--- config.mk ---
export PLATFORM = sky130hd
export DESIGN_NAME = vedic_mac_acc
export DESIGN_NICKNAME = d
export VERILOG_FILES = /design/src/rtl/vedic_mac_acc.sv
export SDC_FILE = /design/constraint.sdc
export NUM_CORES = 1
export LEC_CHECK = 0
export ABC_CLOCK_PERIOD_IN_PS = 3700
export CORE_ASPECT_RATIO = 0.6
export CORE_MARGIN = 10
export CORE_UTILIZATION = 35
export DETAILED_ROUTE_END_ITERATION = 10
export HOLD_SLACK_MARGIN = 0.12
export PLACE_DENSITY = 0.71
export SYNTH_ARGS = -nofsm -noshare
export SYNTH_HDL_FRONTEND = slang
export SYNTH_SLANG_ARGS = --single-unit
export TNS_END_PERCENT = 20
--- constraint.sdc ---
create_clock -name clk -period 3.7 [get_ports clk]
set_input_delay 0.37 -clock clk [delete_from_list [all_inputs] [get_ports clk]]
set_output_delay 0.37 -clock clk [all_outputs]
set_load 0.02 [all_outputs]
--- src/rtl/vedic_mac_acc.sv ---
// Purpose: accumulates a job of `len` unsigned 16-bit products from an upstream vedic8x8 multiplier into an ACC_W-bit sum.
// Latency: one product per cycle in ACCUM; result valid the cycle after the final beat.
// Backpressure: prod_ready=0 outside ACCUM; in DONE the result and ovf hold until acc_ready. MAC_SATURATE_EN clamps on overflow instead of wrapping.
module vedic_mac_acc #(
    parameter int ACC_W = 24,
    parameter int CNT_W = 8
) (
    input  logic             clk,
    input  logic             rst_n,
    input  logic             start,
    input  logic [CNT_W-1:0] len,
    input  logic [15:0]      prod,
    input  logic             prod_valid,
    output logic             prod_ready,
    output logic [ACC_W-1:0] acc_out,
    output logic             acc_valid,
    input  logic             acc_ready,
    output logic             busy,
    output logic             ovf
);

    typedef enum logic [1:0] {
        S_IDLE  = 2'd0,
        S_ACCUM = 2'd1,
        S_DONE  = 2'd2
    } state_t;

    state_t           state_q, state_d;
    logic [CNT_W-1:0] cnt_q, cnt_d;
    logic [ACC_W-1:0] acc_q, acc_d;
    logic             ovf_q, ovf_d;
    logic [ACC_W:0]   sum;

    // Next-state logic: job capture, per-beat accumulate with carry detect, result handshake.
    always_comb begin
        state_d = state_q;
        cnt_d   = cnt_q;
        acc_d   = acc_q;
        ovf_d   = ovf_q;
        // One extra bit so the carry out of the add is visible as overflow.
        sum     = {1'b0, acc_q} + {{(ACC_W + 1 - 16){1'b0}}, prod};
        case (state_q)
            S_IDLE: begin
                if (start) begin
                    cnt_d   = len;
                    acc_d   = '0;
                    ovf_d   = 1'b0;
                    state_d = (len != '0) ? S_ACCUM : S_DONE;
                end
            end
            S_ACCUM: begin
                if (prod_valid) begin
                    cnt_d = cnt_q - CNT_W'(1);
                    if (sum[ACC_W]) begin
                        ovf_d = 1'b1;
`ifdef MAC_SATURATE_EN
                        // Once clamped, later adds carry again (or add 0), so it stays at all-ones.
                        acc_d = '1;
`else
                        acc_d = sum[ACC_W-1:0];
`endif
                    end else begin
                        acc_d = sum[ACC_W-1:0];
                    end
                    if (cnt_q == CNT_W'(1)) begin
                        state_d = S_DONE;
                    end
                end
            end
            S_DONE: begin
                if (acc_ready) begin
                    state_d = S_IDLE;
                end
            end
            default: state_d = S_IDLE;
        endcase
    end

    // State registers with synchronous active-low reset; reset discards any job in flight.
    always_ff @(posedge clk) begin
        if (!rst_n) begin
            state_q <= S_IDLE;
            cnt_q   <= '0;
            acc_q   <= '0;
            ovf_q   <= 1'b0;
        end else begin
            state_q <= state_d;
            cnt_q   <= cnt_d;
            acc_q   <= acc_d;
            ovf_q   <= ovf_d;
        end
    end

    assign prod_ready = (state_q == S_ACCUM);
    assign acc_valid  = (state_q == S_DONE);
    assign busy       = (state_q != S_IDLE);
    assign acc_out    = acc_q;
    assign ovf        = ovf_q;

endmodule

==> reports/metrics.cfg, run 1 <==
[status]
outcome=completed

[final_layout]
seq_area_um2=701
antenna-diode-count=0
synthToLayoutAreaGrowth_pct=33.0
final_layout_size_suffix_gt1_frac=0.0795
multi_input_area_um2=1640
nets=399
fin_area_um2=3210
fillers=666
finalNonFillerCells=439

[detailed_routing]
via_per_inst=5.26
routed_wl_mm=6.61
drt_iter0_markers=102
antenna_left=0
dr.pass1.iters=5
drc=0
wl_per_cell_um=15.1
dr_total_vias=2308

[yosys]
yosysTopAreaCellShare=0.291
synth_ff_type=dfxtp_1
ys_ff_latch=35
synth_edf_count=0
yosysSeqAreaShare=0.291
synth_cell_types=59
syn_nets=345
yosysWarnings=0
synthArstFlopShare=0
postSynthAreaPerCell_um2=8.12
synth_area_um2=2410
synthTopCellsByArea=dfxtp_1, ha_1, a21oi_1, nand2_1, nor2_1
synthCells=297
yosysTopAreaCell=dfxtp_1

[setup_path]
r2r_end=acc_out[18]$_SDFFE_PN0P_
reg2reg_slack_ns=1.29
critPathMaxFanout=5
arrival_ns=2.78
cp-start-kind=input pin
crit_type=input pin to flop
reg2reg_from=acc_out[0]$_SDFFE_PN0P_
crit_required_ns=3.86
worstSetupEndpointType=flop
reg2reg_depth=9

[global_routing]
grtUsageMet1=0.176
grtUsageTotal=0.123
antenna_found_initial=0
grt_pass1_vias=2202
use_met2=0.167
grt_pass1_wl_mm=11.1
grt_max_degree=21
grt.overflow.total=0
grt_use_met3=0.0433
grt.busiest_layer=met1

[clocking]
clock_latency_ns=0.28
cts_tree=done
clockBufferDepth=2
cts_made_buffers=5
clock_sinks=35
root_buffer=clkbuf_16
postCtsHoldBufs=0
htree_levels=2
cts_resized=0
path_clk_slew_ns=0.06
postCtsSetupBuffers=0

[die]
rows=23
die_area_um2=10700
pin_count=57
core_um2=6680
die_w_um=127
start_util=0.361
die_h_um=84.3

[power]
power_switching_uw=400
p_int_uw=882
p_clk_frac=0.377
netSwitchingFraction=0.312
p_leak_nw=1.21
power.density_nw_per_um2=400
seqPwrFrac=0.340
combPwrFrac=0.283
irDropWorstVdd_uv=253

[placement]
io_buffers=56
dp_cells=431
dpl_cell_area_um2=3040
gp_congestion=0.863
dp_hpwl_mm=5.06
pre_cts_slack_ns=0.828

[timing]
max_freq_mhz=383
rsz0062_at_grt=no
skew_ns=0.00843
tns_ns=0
slew_viol_final=0
max_slew_margin=0.576
finalCritPeriodShare=0.706
fin_ws_ns=1.09
finalSetupViolations=0
worstMarginPinSlew_ns=0.630
layout_min_cycle_time_ns=2.61
hold_violations=0

[worst_hold_path]
hold_start=acc_out[9]$_SDFFE_PN0P_
min_delay_worst_endpoint=acc_out[9]$_SDFFE_PN0P_
hold_class=flop to flop
min_path_cells=2

[job]
cap_violations=0

-- flip-flops by register name, indices dropped and copies added, names as in the netlist --
name and count:
state_q 2, acc_out 24, ovf 1, cnt_q 8
-- critical path: stages --
cell and delay [ns]:
clkdlybuf4s50_1 0.41, ha_1 0.25, fa_1 0.44, a211oi_1 0.23, nor2_1 0.13, o31ai_2 0.34, a31oi_4 0.17, and4_1 0.24
xnor2_1 0.14, nor2_1 0.05
-- cell usage after synthesis, types with 2 or more instances --
master and count:
o31ai_1 2, nand2_1 29, clkbuf_1 7, and4_1 3
a2bb2oi_1 2, a211oi_1 2, a31oi_1 5, nor2_1 29
and3_4 2, o21ai_1 15, xor2_1 9, dfxtp_1 35
o21ai_0 14, a21o_1 5, and3_1 2, and2_1 6
a21boi_0 3, a22oi_1 4, xnor2_1 8, nor2_2 2
nor3_1 10, inv_2 2, ha_1 18, nor2b_1 11
inv_1 6, a21oi_1 26, nand3_1 7, nor4_1 2
-- per-stage QoR --
stage | util | total power [mW] | hold slack [ns]
after floorplan | - | 0.690 | 0.454
after global placement | 0.455 | 0.800 | 0.453
after detailed placement | 0.455 | 0.804 | 0.460
after CTS | 0.480 | 1.30 | 0.470
after global routing | 0.480 | 1.36 | 0.486
final | 0.480 | 1.28 | 0.464
-- kinds of logic (layout without fill, tap and decap cells) --
kind of cell               count (synthesis)  in the layout  share of synthesized area
xor gates and xnor gates                  17             17                     0.0618
buffers and inverters                     17             72                     0.0301
muxes                                      1              1                    0.00415
AOI/OAI and AO/OA                         96             96                      0.271
and+or+nand+nor                          112            112                      0.241
DFF                                       35             35                      0.291
adders and majority gates                 19             19                      0.102
-- metal layers --
layer / routed length, um / up-vias / share of wire
met2: 2620 / 67 / 0.40
met3: 508 / 6 / 0.077
met4: 53 / 0 / 0.0080
met5: 0 / - / 0
li1: - / 1183 / -
met1: 3430 / 1052 / 0.52
-- worst max path at each step --
stage,from,to,slack [ns],depth (start not counted)
after floorplan,acc_out[0]$_SDFFE_PN0P_,acc_out[18]$_SDFFE_PN0P_,1.43,9
after global placement,prod[0],acc_out[18]$_SDFFE_PN0P_,0.87,10
after detailed placement,prod[0],acc_out[18]$_SDFFE_PN0P_,0.83,10
after CTS,prod[0],acc_out[18]$_SDFFE_PN0P_,1.08,10
after global routing,prod[0],acc_out[18]$_SDFFE_PN0P_,0.94,10
final,prod[0],acc_out[18]$_SDFFE_PN0P_,1.09,10
-- power groups by stage --
| stage | clock, mW | sequential (mW) | combinational (mW) |
|---|---|---|---|
| 6_report | 0.483 | 0.436 | 0.363 |
| 5_1_grt | 0.516 | 0.441 | 0.404 |
| 4_1_cts | 0.498 | 0.435 | 0.363 |
| 3_5_place_dp | 0 | 0.443 | 0.360 |
| 3_3_place_gp | 0 | 0.442 | 0.357 |
| 2_1_floorplan | 0 | 0.446 | 0.244 |
-- area by class of cell --
type	count	area share
Multi-Input combinational cell	245	0.511
Sequential cell	35	0.218
Timing Repair Buffer	56	0.175
Clock buffer	5	0.0390
Tap cell	87	0.0339
Clock inverter	3	0.0137
Inverter	8	0.00936
-- layout by cell type (no fill, tap or decap), types with 2 or more instances in the layout --
master           count
xor2_1               9
o21ai_0             14
nand2_1             29
clkbuf_16            5
and3_4               2
o31ai_1              2
and2_1               6
inv_2                2
a31oi_1              5
nor4_1               2
clkdlybuf4s50_1     56
nor2_1              29
xnor2_1              8
a22oi_1              4
ha_1                18
nand3_1              7
nor3_1              10
and4_1               3
and3_1               2
nor2_2               2
a21boi_0             3
inv_1                6
dfxtp_1             35
a211oi_1             2
o21ai_1             15
nor2b_1             11
a21oi_1             26
a2bb2oi_1            2
a21o_1               5
Power figures use the tool's default switching activity.
==> run 2, diff against run 1 <==
Settings changed: ABC_CLOCK_PERIOD_IN_PS 3700 to 2300, PLACE_DENSITY 0.71 to 0.73.
Clock period 3.7 ns to 2.3 ns, I/O delays scaled along.
==> run 2 against run 1 <==
Net effect: clock power grew 41%; power grew 59%; critical endpoint is now acc_out[23]$_SDFFE_PN0P_; largest cell class unchanged; critical path depth decreased by 2; clock skew down 0.0043 ns; highest routed layer unchanged; sequential power up 61%; clock-buffer cell count increased by 1; combinational power grew 81%; worst setup slack worse by 0.97 ns; die area is the same; via count up 5.9%; critical path type unchanged.
==> reports/metrics.cfg, run 2 (synthesis results as in run 1) <==
[status]
outcome=completed

[global_routing]
antenna_found_initial=0
grt.overflow.total=0
grt_pass1_wl_mm=12.0
grt_max_degree=15
grtUsageTotal=0.132
grt_pass1_vias=2462

[timing]
max_freq_mhz=459
slew_viol_final=0
finalSetupViolations=0
timing.hold.ws_ns=0.387
worstMarginPinSlew_ns=0.577
hold_violations=0
rsz0062_at_grt=yes
max_slew_margin=0.612
skew_ns=0.00413
layout_min_cycle_time_ns=2.18
finalCritPeriodShare=0.948

[power]
irDropWorstVdd_uv=306
p_leak_nw=1.39
power.density_nw_per_um2=585

[die]
rows=23
start_util=0.361
core_um2=6680
pin_count=57
die_area_um2=10700
die_w_um=127
die_h_um=84.3

[clocking]
path_clk_slew_ns=0.05
cts_tree=done
clockBufferDepth=2
htree_levels=2
clock_latency_ns=0.28
clock_sinks=35
postCtsHoldBufs=0
cts_made_buffers=5
root_buffer=clkbuf_16

[detailed_routing]
via_per_inst=5.15
drc=0
wl_per_cell_um=15.2
antenna_left=0
dr.pass1.iters=4
drt_iter0_markers=159
dr_total_vias=2445
routed_wl_mm=7.23

[placement]
dp_hpwl_mm=5.73
gp_congestion=0.876
dp_cells=467
io_buffers=56

[worst_hold_path]
min_path_cells=4
min_delay_worst_endpoint=acc_out[0]$_SDFFE_PN0P_
hold_class=input pin to flop
hold_start=prod[0]

[final_layout]
fillers=647
final_common_cell=clkdlybuf4s50_1
final_cell_mix=clkdlybuf4s50_1, buf_4, dfxtp_1
antenna-diode-count=0
synthToLayoutAreaGrowth_pct=44.7
finalNonFillerCells=475
largest_reg_flops=24
fin_util=0.522
final_layout_size_suffix_gt1_frac=0.183
nets=436

[setup_path]
reg2reg_depth=8
reg2reg_from=acc_out[12]$_SDFFE_PN0P_
arrival_ns=2.39
r2r_end=acc_out[18]$_SDFFE_PN0P_
critPathMaxFanout=5
worstSetupEndpointType=flop
crit_type=input pin to flop
reg2reg_slack_ns=0.12
crit_required_ns=2.51
cp-start-kind=input pin

[job]
cap_violations=0

## run 2: metrics by stage
step / setup slack [ns] / cell area [um2] / setup TNS (ns) / power (mW)
floorplan: 0.0266 / 2410 / 0 / 1.11
global placement: -0.274 / 3310 / -2.84 / 1.35
detailed placement: -0.352 / 3310 / -3.39 / 1.36
CTS: 0.00396 / 3460 / 0 / 2.05
global route: -0.0268 / 3490 / -0.0268 / 2.15
finish: 0.119 / 3490 / 0 / 2.04
## run 2: worst max-delay path, cell delays in order
cell and delay (ns):
clkdlybuf4s50_1 0.42, ha_1 0.37, and4_1 0.26, and2_1 0.21, a2111oi_4 0.45, nor2_2 0.13, a21bo_2 0.22, a21oi_2 0.10
## run 2: repair_timing
item                                   4_1_cts  5_1_grt
gates cloned                                 0        0
resized for setup                            2        6
pin swaps                                    1        4
endpoints found under the hold margin        0        0
setup buffers                                0        1
setup endpoints to repair                    4       14
## run 2: power by group
part	internal, mW	switching, mW	leakage, nW
Sequential	0.653	0.0503	0.285
Combinational	0.311	0.347	1.03
Clock	0.423	0.256	0.0727
## run 2: final cells by class
class	instances	area, um2	share of cell area
multi-input cells	245	1660	0.477
repair buffers	93	841	0.241
flip-flops and latches	35	701	0.201
clock buffers	6	139	0.0398
well taps	87	109	0.0312
inverters	8	30.0	0.00861
clock inverters	1	5.00	0.00143
## run 2: how the worst max path moves through the flow
| stage | start | endpoint | depth (start not counted) |
|---|---|---|---|
| 2_1_floorplan | acc_out[0]$_SDFFE_PN0P_ | acc_out[18]$_SDFFE_PN0P_ | 9 |
| 3_3_place_gp | prod[0] | acc_out[18]$_SDFFE_PN0P_ | 11 |
| 3_5_place_dp | prod[0] | acc_out[12]$_SDFFE_PN0P_ | 11 |
| 4_1_cts | prod[0] | acc_out[18]$_SDFFE_PN0P_ | 11 |
| 5_1_grt | acc_out[0]$_SDFFE_PN0P_ | acc_out[18]$_SDFFE_PN0P_ | 10 |
| 6_report | prod[7] | acc_out[23]$_SDFFE_PN0P_ | 8 |
## run 2: metal layers
layer | routed length (um) | track usage | vias to the layer above | share of wire
met2 | 3000 | 0.195 | 79 | 0.41
met3 | 508 | 0.0402 | 7 | 0.070
met1 | 3670 | 0.182 | 1109 | 0.51
met4 | 50 | 0.0299 | 0 | 0.0069
li1 | - | - | 1250 | -
met5 | 0 | 0 | - | 0
==> run 3, diff against run 2 <==
Settings changed: CORE_MARGIN 10 to unset, SLEW_MARGIN set to 40.
==> run 3 against run 2 <==
Net effect: cell count shrank 0.21%; hold slack better by 0.079 ns; die area down 32%; sequential cell count unchanged; via count is 0.45% higher; worst setup slack lost 0.058 ns; design area is 0.50% higher; power increased by 5.5%; global-route usage grew 7.2 points; critical endpoint is now acc_out[12]$_SDFFE_PN0P_; fmax fell by 2.6%; first-iteration DRC count shrank 11%; sequential power is essentially flat.
==> reports/metrics.cfg, run 3 (synthesis results as in run 1) <==
[status]
outcome=completed

[setup_path]
arrival_ns=2.40
slowest_delay_ns=0.42
cp-start-kind=input pin
reg2reg_from=acc_out[0]$_SDFFE_PN0P_
cp_cell_sequence=clkdlybuf4s50_1 > ha_2 > fa_2 > a211oi_2 > nor2_2 > buf_4 > o21ai_4 > a21oi_1 > a31oi_1 > xor2_1 > o21ai_1
reg2reg_slack_ns=0.14
crit_slowest_cell=clkdlybuf4s50_1
crit_required_ns=2.46
crit_type=input pin to flop
r2r_end=acc_out[12]$_SDFFE_PN0P_
critPathMaxFanout=3
worstSetupEndpointType=flop
reg2reg_depth=10

[detailed_routing]
drt_iter0_markers=142
dr.pass1.iters=4
routed_wl_mm=6.87
wl_per_cell_um=14.5
antenna_left=0
dr_total_vias=2456
drc=0
via_per_inst=5.18

[global_routing]
grt_pass1_wl_mm=11.2
grt.overflow.total=0
grt_max_degree=15
grt_pass1_vias=2367
grtUsageTotal=0.204
antenna_found_initial=0

[placement]
dp_hpwl_mm=5.24
gp_congestion=0.896
dpl_cell_area_um2=3290
io_buffers=56
dp_cells=465

[worst_hold_path]
min_delay_worst_endpoint=acc_out[9]$_SDFFE_PN0P_
hold_start=acc_out[9]$_SDFFE_PN0P_
min_path_cells=2
hold_class=flop to flop

[die]
start_util=0.361
rows=23
die_w_um=109
die_h_um=66.3
die_area_um2=7240
pin_count=57
core_um2=6680

[clocking]
clock_latency_ns=0.29
path_clk_slew_ns=0.06
htree_levels=2
cts_made_buffers=5
root_buffer=clkbuf_16
clock_sinks=35
clockBufferDepth=2
cts_tree=done

[timing]
timing.hold.ws_ns=0.466
skew_ns=0.00536
finalCritPeriodShare=0.974
layout_min_cycle_time_ns=2.24
max_slew_margin=0.551
hold_violations=0
slew_viol_final=0
worstMarginPinSlew_ns=0.667
rsz0062_at_grt=yes
finalSetupViolations=0
max_freq_mhz=447

[power]
combPwrFrac=0.308
power_switching_uw=678
p_int_mw=1.47
power.density_nw_per_um2=614
p_leak_nw=1.38
netSwitchingFraction=0.315
p_clk_frac=0.366
irDropWorstVdd_uv=259
seqPwrFrac=0.326

[final_layout]
fin_util=0.525
synthToLayoutAreaGrowth_pct=45.4
fin_area_um2=3510
final_layout_size_suffix_gt1_frac=0.178
fillers=622
final_common_cell=clkdlybuf4s50_1
largest_reg_flops=24
antenna-diode-count=0
nets=434
final_cell_mix=clkdlybuf4s50_1, dfxtp_1, buf_4
finalNonFillerCells=474

[job]
cap_violations=0

-- run 3: layer usage --
layer,up-vias,share of wire,global-route usage
met1,1126,0.51,0.284
li1,1251,-,-
met3,12,0.064,0.0453
met5,-,0,0
met2,67,0.41,0.308
met4,0,0.014,0.0659
-- run 3: how the worst max path moves through the flow --
stage	from	slack [ns]	endpoint
3_3_place_gp	prod[0]	-0.31	acc_out[18]$_SDFFE_PN0P_
2_1_floorplan	acc_out[0]$_SDFFE_PN0P_	0.03	acc_out[18]$_SDFFE_PN0P_
6_report	prod[0]	0.06	acc_out[12]$_SDFFE_PN0P_
5_1_grt	prod[0]	-0.03	acc_out[12]$_SDFFE_PN0P_
3_5_place_dp	prod[0]	-0.39	acc_out[12]$_SDFFE_PN0P_
4_1_cts	prod[0]	0.0003	acc_out[18]$_SDFFE_PN0P_
-- run 3: power groups by stage --
stage | Sequential [mW] | Combinational, mW | Clock, mW
5_1_grt | 0.709 | 0.726 | 0.830
6_report | 0.703 | 0.662 | 0.788
3_5_place_dp | 0.715 | 0.647 | 0
4_1_cts | 0.702 | 0.653 | 0.802
2_1_floorplan | 0.718 | 0.392 | 0
3_3_place_gp | 0.712 | 0.634 | 0
-- run 3: per-stage QoR --
step	setup TNS (ns)	total power, mW	setup slack, ns
after floorplan	0	1.11	0.0266
final	0	2.15	0.0609
after global placement	-3.01	1.35	-0.306
after global routing	-0.0311	2.27	-0.0311
after detailed placement	-3.95	1.36	-0.390
after CTS	0	2.16	0.000296
-- run 3: final cells by class --
| cell class | instances | area [um2] | share of cell area |
|---|---|---|---|
| multi-input cells | 245 | 1670 | 0.478 |
| repair buffers | 91 | 823 | 0.235 |
| flip-flops and latches | 35 | 701 | 0.200 |
| clock buffers | 5 | 125 | 0.0357 |
| well taps | 87 | 109 | 0.0310 |
| clock inverters | 3 | 43.8 | 0.0125 |
| inverters | 8 | 30.0 | 0.00857 |
-- run 3: worst max-delay path, delay by kind of cell --
kind	cells	cell delay [ns]
xor gates and xnor gates	1	0.19
adders and majority gates	2	0.58
and+or+nand+nor	1	0.09
buffers and inverters	2	0.57
AOI/OAI and AO/OA	5	0.73
-- run 3: repair_timing --
| item | CTS | global route |
|---|---|---|
| pin swaps | 5 | 2 |
| setup endpoints to repair | 5 | 14 |
| hold buffers | 0 | 0 |
| resized for setup | 2 | 6 |
| setup buffers | 1 | 0 |
